File: config.mk
export PLATFORM = sky130hd
export DESIGN_NAME = png_chunk_crc_flat
export DESIGN_NICKNAME = d
export VERILOG_FILES = /design/src/rtl/png_chunk_crc_pkg.sv /design/src/rtl/png_chunk_crc_if.sv /design/src/rtl/png_chunk_crc_step.sv /design/src/rtl/png_chunk_crc.sv /design/src/flat_wrapper.sv
export SDC_FILE = /design/constraint.sdc
export NUM_CORES = 1
export LEC_CHECK = 0
export BUFFER_PORTS_ARGS = -buffer_cell sky130_fd_sc_hd__buf_2
export CORE_AREA = 2 2 161 163
export DETAILED_ROUTE_END_ITERATION = 10
export DIE_AREA = 0 0 163 165
export GPL_TIMING_DRIVEN = 0
export HOLD_SLACK_MARGIN = 0.05
export PLACE_DENSITY_LB_ADDON = 0.05
export SLEW_MARGIN = 20
export SYNTH_ARGS = -nofsm -noshare
export SYNTH_HDL_FRONTEND = slang
export SYNTH_SLANG_ARGS = --single-unit
export TNS_END_PERCENT = 30
File: constraint.sdc
create_clock -name clk -period 8.8 [get_ports clk]
set_clock_uncertainty 0.1 [all_clocks]
set_input_delay 1.32 -clock clk [delete_from_list [all_inputs] [get_ports clk]]
set_output_delay 1.32 -clock clk [all_outputs]
set_load 0.01 [all_outputs]
File: src/rtl/png_chunk_crc_pkg.sv
// Shared definitions for the PNG chunk CRC block: CRC-32 constants, FSM
// state encoding, well-known chunk type codes and the per-byte CRC update.
package png_chunk_crc_pkg;

    // Reflected CRC-32 polynomial used by PNG (same as zlib/Ethernet).
    localparam logic [31:0] CRC_POLY = 32'hEDB8_8320;
    localparam logic [31:0] CRC_INIT = 32'hFFFF_FFFF;
    localparam logic [31:0] CRC_XOR  = 32'hFFFF_FFFF;

    // Chunk type codes, big-endian ASCII.
    localparam logic [31:0] TYPE_IHDR = 32'h4948_4452;
    localparam logic [31:0] TYPE_IDAT = 32'h4944_4154;
    localparam logic [31:0] TYPE_IEND = 32'h4945_4E44;

    typedef enum logic [1:0] {
        IDLE = 2'd0,
        TYPE = 2'd1,
        DATA = 2'd2,
        FIN  = 2'd3
    } state_t;

    // One byte through the reflected CRC: LSB-first shift, eight bit steps.
    function automatic logic [31:0] crc_byte(input logic [31:0] crc, input logic [7:0] b);
        logic [31:0] c;
        c = crc ^ {24'h0, b};
        for (int k = 0; k < 8; k++) begin
            c = c[0] ? ((c >> 1) ^ CRC_POLY) : (c >> 1);
        end
        return c;
    endfunction

endpackage

File: src/rtl/png_chunk_crc_if.sv
// Handshake/data bundle for png_chunk_crc. The master side issues the chunk
// header and payload beats; the slave side is the CRC engine.
interface png_chunk_crc_if #(
    parameter int DATA_BYTES = 4,
    parameter int LEN_WD     = 32
);
    localparam int NUM_W = (DATA_BYTES > 1) ? $clog2(DATA_BYTES) : 1;

    logic                    start_i;
    logic [31:0]             type_i;
    logic [LEN_WD-1:0]       len_i;
    logic                    val_i;
    logic                    rdy_o;
    logic [8*DATA_BYTES-1:0] dat_i;
    logic [NUM_W-1:0]        num_i;
    logic                    lst_i;
    logic                    busy_o;
    logic                    done_o;
    logic [31:0]             crc_o;
    logic [LEN_WD-1:0]       len_o;
    logic                    err_o;

    modport master (
        output start_i, type_i, len_i, val_i, dat_i, num_i, lst_i,
        input  rdy_o, busy_o, done_o, crc_o, len_o, err_o
    );

    modport slave (
        input  start_i, type_i, len_i, val_i, dat_i, num_i, lst_i,
        output rdy_o, busy_o, done_o, crc_o, len_o, err_o
    );

endinterface

File: src/rtl/png_chunk_crc_step.sv
// crc32_step: combinational byte-parallel CRC-32 update. Bytes are taken
// MSB-first from data; only the first cnt bytes are folded in.
module crc32_step
    import png_chunk_crc_pkg::*;
#(
    parameter int DATA_BYTES = 4,
    parameter int CNT_W      = $clog2(DATA_BYTES + 1)
) (
    input  logic [31:0]             crc,
    input  logic [8*DATA_BYTES-1:0] data,
    input  logic [CNT_W-1:0]        cnt,
    output logic [31:0]             nxt
);

    logic [31:0] acc;

    // Chain the per-byte update across the valid leading bytes.
    always_comb begin
        acc = crc;
        for (int b = 0; b < DATA_BYTES; b++) begin
            if (b < int'(cnt)) begin
                acc = crc_byte(acc, data[8*(DATA_BYTES-b)-1 -: 8]);
            end
        end
        nxt = acc;
    end

endmodule

File: src/rtl/png_chunk_crc.sv
// png_chunk_crc: computes the PNG chunk CRC-32 over the 4 type bytes followed
// by the payload, and counts payload bytes.
// Optional feature: define PNG_CHUNK_LEN_CHECK_EN to compare the counted
// length with the declared length and pulse err_o alongside done_o.
module png_chunk_crc
    import png_chunk_crc_pkg::*;
#(
    parameter int DATA_BYTES = 4,
    parameter int LEN_WD     = 32
) (
    input logic             clk,
    input logic             rst,
    png_chunk_crc_if.slave  bus
);

    localparam int CNT_W      = $clog2(DATA_BYTES + 1);
    // Type bytes consumed per TYPE cycle and number of TYPE cycles.
    localparam int TYPE_BYTES = (DATA_BYTES < 4) ? DATA_BYTES : 4;
    localparam int TYPE_BEATS = (DATA_BYTES < 4) ? (4 / DATA_BYTES) : 1;

    state_t                  st, st_nxt;
    logic [31:0]             crc_q;
    logic [31:0]             crc_res;
    logic [31:0]             type_sh;
    logic [1:0]              tcnt;
    logic [LEN_WD-1:0]       len_lat;
    logic [LEN_WD-1:0]       cnt_q;
    logic [LEN_WD-1:0]       cnt_nxt;
    logic [8*DATA_BYTES-1:0] type_beat;
    logic [8*DATA_BYTES-1:0] step_dat;
    logic [CNT_W-1:0]        step_cnt;
    logic [31:0]             crc_nxt;
    logic                    beat_acc;
    logic                    last_acc;
    logic                    type_last;

    // Type bytes are presented MSB-aligned; wide buses carry them in the top 4 bytes.
    if (DATA_BYTES > 4) begin : g_type_wide
        assign type_beat = {type_sh, {(8*DATA_BYTES-32){1'b0}}};
    end else begin : g_type_narrow
        assign type_beat = type_sh[31 -: 8*DATA_BYTES];
    end

    assign beat_acc  = (st == DATA) && bus.val_i;
    assign last_acc  = beat_acc && bus.lst_i;
    assign type_last = (st == TYPE) && (tcnt == 2'(TYPE_BEATS - 1));
    assign cnt_nxt   = cnt_q + LEN_WD'(step_cnt);

    // Select what feeds the CRC this cycle: type bytes in TYPE, payload in DATA.
    always_comb begin
        step_dat = bus.dat_i;
        step_cnt = CNT_W'(DATA_BYTES);
        if (st == TYPE) begin
            step_dat = type_beat;
            step_cnt = CNT_W'(TYPE_BYTES);
        end else if (bus.lst_i) begin
            step_cnt = CNT_W'(bus.num_i) + CNT_W'(1);
        end
    end

    crc32_step #(
        .DATA_BYTES (DATA_BYTES),
        .CNT_W      (CNT_W)
    ) u_step (
        .crc  (crc_q),
        .data (step_dat),
        .cnt  (step_cnt),
        .nxt  (crc_nxt)
    );

    // State register.
    always_ff @(posedge clk or posedge rst) begin
        if (rst) begin
            st <= IDLE;
        end else begin
            st <= st_nxt;
        end
    end

    // Next-state decode and state-derived handshake/status outputs.
    always_comb begin
        st_nxt     = st;
        bus.rdy_o  = 1'b0;
        bus.busy_o = 1'b1;
        bus.done_o = 1'b0;
        case (st)
            IDLE: begin
                bus.busy_o = 1'b0;
                if (bus.start_i) st_nxt = TYPE;
            end
            TYPE: begin
                if (type_last) st_nxt = (len_lat != '0) ? DATA : FIN;
            end
            DATA: begin
                bus.rdy_o = 1'b1;
                if (last_acc) st_nxt = FIN;
            end
            FIN: begin
                bus.done_o = 1'b1;
                st_nxt     = IDLE;
            end
            default: st_nxt = IDLE;
        endcase
    end

    // Running CRC, type shifter, byte counter and the held final result.
    always_ff @(posedge clk or posedge rst) begin
        if (rst) begin
            crc_q   <= CRC_INIT;
            crc_res <= '0;
            type_sh <= '0;
            tcnt    <= '0;
            len_lat <= '0;
            cnt_q   <= '0;
        end else begin
            case (st)
                IDLE: begin
                    if (bus.start_i) begin
                        crc_q   <= CRC_INIT;
                        type_sh <= bus.type_i;
                        tcnt    <= '0;
                        len_lat <= bus.len_i;
                        cnt_q   <= '0;
                    end
                end
                TYPE: begin
                    crc_q   <= crc_nxt;
                    type_sh <= type_sh << (8 * TYPE_BYTES);
                    tcnt    <= tcnt + 2'd1;
                    if (type_last && (len_lat == '0)) crc_res <= crc_nxt ^ CRC_XOR;
                end
                DATA: begin
                    if (beat_acc) begin
                        crc_q <= crc_nxt;
                        cnt_q <= cnt_nxt;
                        if (bus.lst_i) crc_res <= crc_nxt ^ CRC_XOR;
                    end
                end
                default: ;
            endcase
        end
    end

    assign bus.crc_o = crc_res;
    assign bus.len_o = cnt_q;

`ifdef PNG_CHUNK_LEN_CHECK_EN
    logic err_q;

    // Flag a declared/counted length mismatch on the cycle the chunk closes.
    always_ff @(posedge clk or posedge rst) begin
        if (rst) begin
            err_q <= 1'b0;
        end else if (last_acc) begin
            err_q <= (cnt_nxt != len_lat);
        end else if ((st == TYPE) && type_last && (len_lat == '0)) begin
            err_q <= (cnt_q != len_lat);
        end else begin
            err_q <= 1'b0;
        end
    end

    assign bus.err_o = err_q;
`else
    assign bus.err_o = 1'b0;
`endif

endmodule

File: src/flat_wrapper.sv
// flat-port wrapper written by rule: the top's interface ports become plain ports
module png_chunk_crc_flat import png_chunk_crc_pkg::*;
#(
    parameter int DATA_BYTES = 4,
    parameter int LEN_WD     = 32
)
  (clk, rst, bus_start_i, bus_type_i, bus_len_i, bus_val_i, bus_dat_i, bus_num_i, bus_lst_i, bus_rdy_o, bus_busy_o, bus_done_o, bus_crc_o, bus_len_o, bus_err_o);
  png_chunk_crc_if #(.DATA_BYTES(DATA_BYTES), .LEN_WD(LEN_WD)) bus_i ();
  input logic clk;
  input logic rst;
  input wire logic [$bits(bus_i.start_i)-1:0] bus_start_i;
  input wire logic [$bits(bus_i.type_i)-1:0] bus_type_i;
  input wire logic [$bits(bus_i.len_i)-1:0] bus_len_i;
  input wire logic [$bits(bus_i.val_i)-1:0] bus_val_i;
  input wire logic [$bits(bus_i.dat_i)-1:0] bus_dat_i;
  input wire logic [$bits(bus_i.num_i)-1:0] bus_num_i;
  input wire logic [$bits(bus_i.lst_i)-1:0] bus_lst_i;
  output wire logic [$bits(bus_i.rdy_o)-1:0] bus_rdy_o;
  output wire logic [$bits(bus_i.busy_o)-1:0] bus_busy_o;
  output wire logic [$bits(bus_i.done_o)-1:0] bus_done_o;
  output wire logic [$bits(bus_i.crc_o)-1:0] bus_crc_o;
  output wire logic [$bits(bus_i.len_o)-1:0] bus_len_o;
  output wire logic [$bits(bus_i.err_o)-1:0] bus_err_o;
  assign bus_i.start_i = bus_start_i;
  assign bus_i.type_i = bus_type_i;
  assign bus_i.len_i = bus_len_i;
  assign bus_i.val_i = bus_val_i;
  assign bus_i.dat_i = bus_dat_i;
  assign bus_i.num_i = bus_num_i;
  assign bus_i.lst_i = bus_lst_i;
  assign bus_rdy_o = bus_i.rdy_o;
  assign bus_busy_o = bus_i.busy_o;
  assign bus_done_o = bus_i.done_o;
  assign bus_crc_o = bus_i.crc_o;
  assign bus_len_o = bus_i.len_o;
  assign bus_err_o = bus_i.err_o;
  png_chunk_crc #(.DATA_BYTES(DATA_BYTES), .LEN_WD(LEN_WD)) u_core (.clk(clk), .rst(rst), .bus(bus_i));
endmodule
Word level (Yosys, flattened, before mapping)
Index checks and enable logic that the tools add are counted.

cells by class
  add/subtract/negate cells = 3
  $lt $le $gt $ge = 4
  eq/ne operators = 9
  mux-type cells = 61
  bitwise logic cells = 37
  reductions and logical operators = 18

operator list
  operator                                                                      number
  32-bit 2-to-1 mux                                                             45
  13-bit NOT with 14-bit output                                                 32
  32-bit case mux with 2 select lines                                           3
  32-bit by 8-bit bitwise XOR with 32-bit output                                4
  32-bit case mux with 3 select lines                                           1
  32-bit by 3-bit adder with 32-bit output                                      1
  32-bit zero test                                                              1
  32-bit NOT                                                                    1
  32-bit nonzero test                                                           1
  3-bit AND reduction                                                           3
  2-bit 2-to-1 mux                                                              4
  2-bit case mux with 4 select lines                                            1
  1-bit by 3-bit less-than comparator with 1-bit output (first input constant)  2
  2-bit by 3-bit less-than comparator with 1-bit output (first input constant)  2
  3-bit 2-to-1 mux                                                              2
  2-bit by 1-bit inequality test with 1-bit output (second input constant)      3
  2-bit inequality test (second input constant)                                 3
  2-bit nonzero test                                                            3
  2-bit == test (second input constant)                                         2
  1-bit logical AND                                                             4
  2-bit zero test                                                               2
  1-bit 2-to-1 mux                                                              4
  2-bit case mux with 2 select lines                                            1
  2-bit AND reduction                                                           2
  other kinds (5)                                                               5

word-level totals
  bits in registers = 164
  input port bits = 103
  output and inout bits = 68
  word-level logic and storage cells = 139

Depth between registers and ports, before layout
  word-level depth = 78
  depth in mapped cells = 24
  gate-level depth less buffers = 19

Hierarchy
From an unflattened synthesis, not the netlist that was laid out.

second synthesis, totals
  cell total of the unflattened synthesis = 1303
  area total of the unflattened synthesis = 13272.7 um^2

by module, submodules not included
  module         times used  cells an instance  area each (um^2)  seq. area each (um^2)
  png_chunk_crc  1           666                7362.1            4144.0
  crc32_step     1           637                5910.7            0.0

Worst setup path before layout
OpenSTA, ideal clock, no wires.

  path type = input to register
  start point = in bus_num_i[0]
  end point = reg u_core.crc_res[22] (netlist: u_core.bus.crc_o[22])
  setup time = 131 ps
  arrival = 6392 ps
  data required time = 8569 ps
  setup slack = 2177 ps
  cell stages on the path = 17
  path buffers = 1
  path through = ha_1 or3_1 buf_2 mux2_4 xnor2_2 xnor3_1 xor3_1 o21ai_2 xor3_2 xnor2_1 xnor2_1 mux2i_1 xor2_2 xnor2_2 xnor3_1 a21oi_1 o21ai_0

on the way
  cells in the longest elaborated chain, start to end = 48
  elaborated cells between the ends (all ways) = 64
  classes of those cells = 1 x add/sub; 4 x order compare; 34 x mux; 25 x bitwise

RTL lines
  item                                                   line                      source
  start, declared                                        flat_wrapper.sv:16        input wire logic [$bits(bus_i.num_i)-1:0] bus_num_i;
  2-bit by 1-bit adder with 3-bit output *               png_chunk_crc.sv:57       step_cnt = CNT_W'(bus.num_i) + CNT_W'(1);
  3-bit 2-to-1 mux *                                     png_chunk_crc.sv:56       end else if (bus.lst_i) begin
  3-bit 2-to-1 mux *                                     png_chunk_crc.sv:53       if (st == TYPE) begin
  1-bit by 3-bit less-than comparator with 1-bit output  png_chunk_crc_step.sv:21  if (b < int'(cnt)) begin
  32-bit 2-to-1 mux                                      png_chunk_crc_step.sv:21
  32-bit by 8-bit bitwise XOR with 32-bit output         png_chunk_crc_pkg.sv:25   c = crc ^ {24'h0, b};
  32-bit 2-to-1 mux (4 in series)                        png_chunk_crc_pkg.sv:27   c = c[0] ? ((c >> 1) ^ CRC_POLY) : (c >> 1);
  13-bit NOT with 14-bit output (no source line)         --
  [... 28 more ...]                                      --
  32-bit 2-to-1 mux                                      png_chunk_crc_pkg.sv:27
  13-bit NOT with 14-bit output (no source line)         --
  32-bit 2-to-1 mux (2 in series)                        png_chunk_crc_pkg.sv:27
  32-bit 2-to-1 mux *                                    png_chunk_crc_step.sv:21
  32-bit NOT (no source line) *                          --
  32-bit 2-to-1 mux                                      png_chunk_crc.sv:136      if (bus.lst_i) crc_res <= crc_nxt ^ CRC_XOR;
  32-bit 2-to-1 mux                                      png_chunk_crc.sv:133      if (beat_acc) begin
  32-bit case mux with 2 select lines *                  png_chunk_crc.sv:116      case (st)
  end signal, assigned                                   png_chunk_crc.sv:130      if (type_last && (len_lat == '0)) crc_res <= crc_nxt ^ CRC_XOR;
  end signal, assigned                                   png_chunk_crc.sv:136
  end, declared                                          png_chunk_crc.sv:23       logic [31:0] crc_res;

Mark *: on every way between the ends. The rest lies on a longest branch, timed or not. The select of a mux whose other input is x is not followed.
A chain may end at the register's enable or synchronous reset.

Worst setup path after layout
  start point = in bus_num_i[0]
  end point = reg u_core.crc_res[19] (netlist: u_core.bus.crc_o[19])

on the way
  cells in the longest elaborated chain, start to end = 51
  elaborated cells between the ends (all ways) = 66
  classes of those cells = 1 x add/sub; 4 x order compare; 34 x mux; 27 x bitwise

RTL lines
  item                                                   line
  2-bit by 1-bit adder with 3-bit output *               png_chunk_crc.sv:57
  3-bit 2-to-1 mux *                                     png_chunk_crc.sv:56
  3-bit 2-to-1 mux *                                     png_chunk_crc.sv:53
  1-bit by 3-bit less-than comparator with 1-bit output  png_chunk_crc_step.sv:21
  32-bit 2-to-1 mux                                      png_chunk_crc_step.sv:21
  32-bit by 8-bit bitwise XOR with 32-bit output         png_chunk_crc_pkg.sv:25
  32-bit 2-to-1 mux                                      png_chunk_crc_pkg.sv:27
  13-bit NOT with 14-bit output (no source line)         --
  [... 35 more ...]                                      --
  32-bit 2-to-1 mux                                      png_chunk_crc_pkg.sv:27
  13-bit NOT with 14-bit output (no source line)         --
  32-bit 2-to-1 mux                                      png_chunk_crc_pkg.sv:27
  32-bit 2-to-1 mux *                                    png_chunk_crc_step.sv:21
  32-bit NOT (no source line) *                          --
  32-bit 2-to-1 mux                                      png_chunk_crc.sv:136
  32-bit 2-to-1 mux                                      png_chunk_crc.sv:133
  32-bit case mux with 2 select lines *                  png_chunk_crc.sv:116

Marked as above.

==> run_results.csv <==
group,metric,value,unit
floorplan,num_rows,58,
logic_synthesis,synth.net_count,1313,
grt,first_global_vias,9519,
setup_path,slowest_delay,0.69,ns
final_layout,seqCellArea,4144,um^2
route,detail_route.vias_per_cell,5.609,
floorplan,dieArea,26900,um^2
route,dr_total_vias,9714,
setup_path,critPathArrivalTime,8.24,ns
placed_design,place.detailed.hpwl,28580,um
grt,pin_count_of_the_biggest_net_entering_global_routing,100,
final_layout,num-fill-cells,2289,
final_layout,finish.net_count,1502,
clock_network,clock_net_sink_count,164,
logic_synthesis,synth_cell_type_count,78,
logic_synthesis,synth.top_cell.area_share,26.60,%
sta,grt_setup_unrepaired,"false",
clock_network,h-tree-depth,4,
clock_network,clk_root_buffer_cell,"sky130_fd_sc_hd__clkbuf_16",
setup_path,crit_path_max_fanout,10,
final_layout,multi_input_area,7933,um^2
setup_path,critical-path-top-delay-family,"simple AND/OR/NAND/NOR gates",
clock_network,cts_inserted_buffers,17,
grt,track_usage,27.52,%
floorplan,dieWidth,163,um
run_status,run_status,"finished clean",
logic_synthesis,postSynthRegisterBits,164,
logic_synthesis,synthDominantAreaCellType,"sky130_fd_sc_hd__dfrtp_1",
sta,setup_violations,0,
grt,grt_overflow_total,0,
clock_network,post_cts_buffers,0,
sta,hold_viol,0,
clock_network,post_cts_resized,0,
route,drt-total-wl,36030,um
logic_synthesis,synth_top_cells_by_area,"sky130_fd_sc_hd__dfrtp_1 27%, sky130_fd_sc_hd__xnor2_1 10%, sky130_fd_sc_hd__xnor3_1 6.9%",
logic_synthesis,synth-edff-count,0,
clock_network,maximum_root_to_sink_buffer_count,2,
logic_synthesis,syn-instance-count,1200,
clock_network,cts_hold_buffers,0,
grt,grt_antenna_before_repair,0,
sta,final-max-slew-violation-count,0,
placed_design,port_buffers,169,
clock_network,worstSkewPairLatency,0.44,ns
logic_synthesis,synth.avg_cell_area,10.35,um^2
route,drc_errors,0,
floorplan,initial_core_util,49.61,%
sta,achievable-frequency,124.2,MHz
setup_path,critical_path.slowest_cell,"sky130_fd_sc_hd__nor3_1",
final_layout,post_route_cells_drive_above_1_share,23.32,%
sta,tightest_slew,1.016,ns
route,drt_pre_antenna_iters,4,
setup_path,critical_path.cell_chain,"buf_2, ha_1, nor3b_2, inv_1, clkbuf_1, nor3_1, or4_1, mux2i_1, or3_1, clkbuf_1, nor2_2, nor4b_1, nor4_4, xor3_1, mux2i_1, nand4_1, xnor2_1, xnor2_1, xnor3_1, mux2i_1, o21ai_0",
floorplan,die_height,165,um
logic_synthesis,dominantRegCellSynth,"sky130_fd_sc_hd__dfrtp_1",
setup_path,setup.worst_path.end_class,"flop",
logic_synthesis,ys.warnings.count,0,
floorplan,fp.coreArea,25040,um^2
logic_synthesis,syn_area,12420,um^2
placed_design,place_congestion,0.9623,
sta,final.setup.tns,0,ns
floorplan,io-pin-count,171,
final_layout,area.growth.synth_to_final,15.19,%
route,post_drt_wl_per_cell,20.80,um
route,detail-route-antenna-nets,0,
final_layout,insertedDiodeCount,0,
setup_path,path_buf_inv,4,
sta,period_share,91.47,%
clock_network,clkSlewWorstSetupHoldPaths,0.07,ns
run,drv.max_cap_violation_count,0,
logic_synthesis,async_reset_ff_share,100.0,%
sta,minimum_clock_period,8.049,ns
clock_network,tritoncts,"yes",
setup_path,critical_path_class,"input port to flop",
logic_synthesis,post_synth_top_cells,"147 x sky130_fd_sc_hd__xnor2_1, 132 x sky130_fd_sc_hd__dfrtp_1, 90 x sky130_fd_sc_hd__nor2_1",
grt,grt_pass1_wl,55340,um
sta,slew-limit-headroom,31.76,%
route,drt_iter0_markers,652,
min_path,worstHoldPathType,"flop to flop",
setup_path,cp_common_cell,"sky130_fd_sc_hd__mux2i_1",
logic_synthesis,synth_most_common_cell,"sky130_fd_sc_hd__xnor2_1",
logic_synthesis,synth.yosys.seq_area_share,33.37,%
setup_path,critical_path.startpoint_type,"input port",
setup_path,worst_ep_required_time,8.99,ns
-- layout make-up --
type / instances / share of cell area, %
clock inverter: 15 / 1.172
inverter: 20 / 0.5772
sequential: 164 / 28.97
tap: 330 / 2.886
clock buffer: 17 / 2.974
multi-input combinational: 953 / 55.45
buffer: 63 / 1.872
timing repair buffer: 170 / 6.105
-- stage by stage --
step | instances | instance area (um^2) | hold slack, ns | util, % | worst slack (ns)
6_report | 1732 | 14310 | 0.3820 | 57.14 | 0.7511
5_1_grt | 1732 | 14310 | 0.4040 | 57.14 | 0.3587
4_1_cts | 1732 | 14310 | 0.3872 | 57.14 | 0.8680
3_5_place_dp | 1700 | 13710 | 0.3609 | 54.77 | 0.4393
3_3_place_gp | 1699 | 13680 | 0.3582 | 54.63 | 0.4966
2_1_floorplan | 1200 | 12420 | 0.3387 | - | 2.177
-- kinds of logic after synthesis --
family	Yosys count	synth area share (%)
AOI/OAI and AO/OA	232	12.66
xor gates and xnor gates	295	27.90
adders and majority gates	10	1.068
buffers and inverters	83	2.760
DFF	164	33.37
muxes	128	11.15
other	1	0.03019
and+or+nand+nor	287	11.06
-- layout by cell type, fill, tap and decap left out, drive strengths merged, types with 38 or more instances in the layout --
master and instances:
nand2 88, clkbuf 64, xnor2 159, xnor3 38
xor2 88, a21oi 49, dfrtp 132, buf 186
nor2 91, mux2i 87, o21ai 79, mux2 41
-- metal layers --
metal  part of all wire [%]  vias to the layer above  wire (um)  global-route usage [%]
li1                       -                     4599          -                       -
met1                     43                     4764      15490                   36.66
met2                     48                      302      17360                   45.90
met3                    6.0                       49       2151                   4.495
met4                    2.8                        0       1022                   9.091
met5                      0                        -          0                       0
-- sequential cells by signal, indices dropped and copies added (netlist names) --
name              cells
u_core.len_lat       32
u_core.type_beat     32
u_core.bus.len_o     32
u_core.st             2
u_core.tcnt           2
u_core.crc_q         32
u_core.bus.crc_o     32
-- worst paths after layout --
check | from | endpoint | slack, ns | depth (start not counted)
worst max-delay path | bus_num_i[0] | u_core.bus.crc_o[19]$_DFFE_PP0P_ | 0.75 | 21
worst min-delay path | u_core.bus.crc_o[31]$_DFFE_PP0P_ | u_core.bus.crc_o[31]$_DFFE_PP0P_ | 0.38 | 2
worst max register to register | u_core.st[1]$_DFFE_PP0P_ | u_core.bus.crc_o[19]$_DFFE_PP0P_ | 0.93 | 23
worst min register to register | u_core.bus.crc_o[31]$_DFFE_PP0P_ | u_core.bus.crc_o[31]$_DFFE_PP0P_ | 0.38 | 2
max in group asynchronous | rst | u_core.crc_q[13]$_DFFE_PP1P_ | 6.93 | 3
min in group asynchronous | rst | u_core.len_lat[31]$_DFFE_PP0P_ | 0.81 | 2
-- worst reg2reg max path, delay by kind of cell, from the launching register on --
| family | cells | cell delay [ns] |
|---|---|---|
| adders and majority gates | 1 | 0.18 |
| buffers and inverters | 6 | 1.00 |
| AOI/OAI and AO/OA | 1 | 0.17 |
| DFF | 1 | 0.39 |
| muxes | 3 | 0.70 |
| xor gates and xnor gates | 4 | 1.95 |
| and+or+nand+nor | 8 | 3.24 |
Power is not shown: default switching activity piles up to over one toggle a cycle in this logic, so the estimate is an artifact.
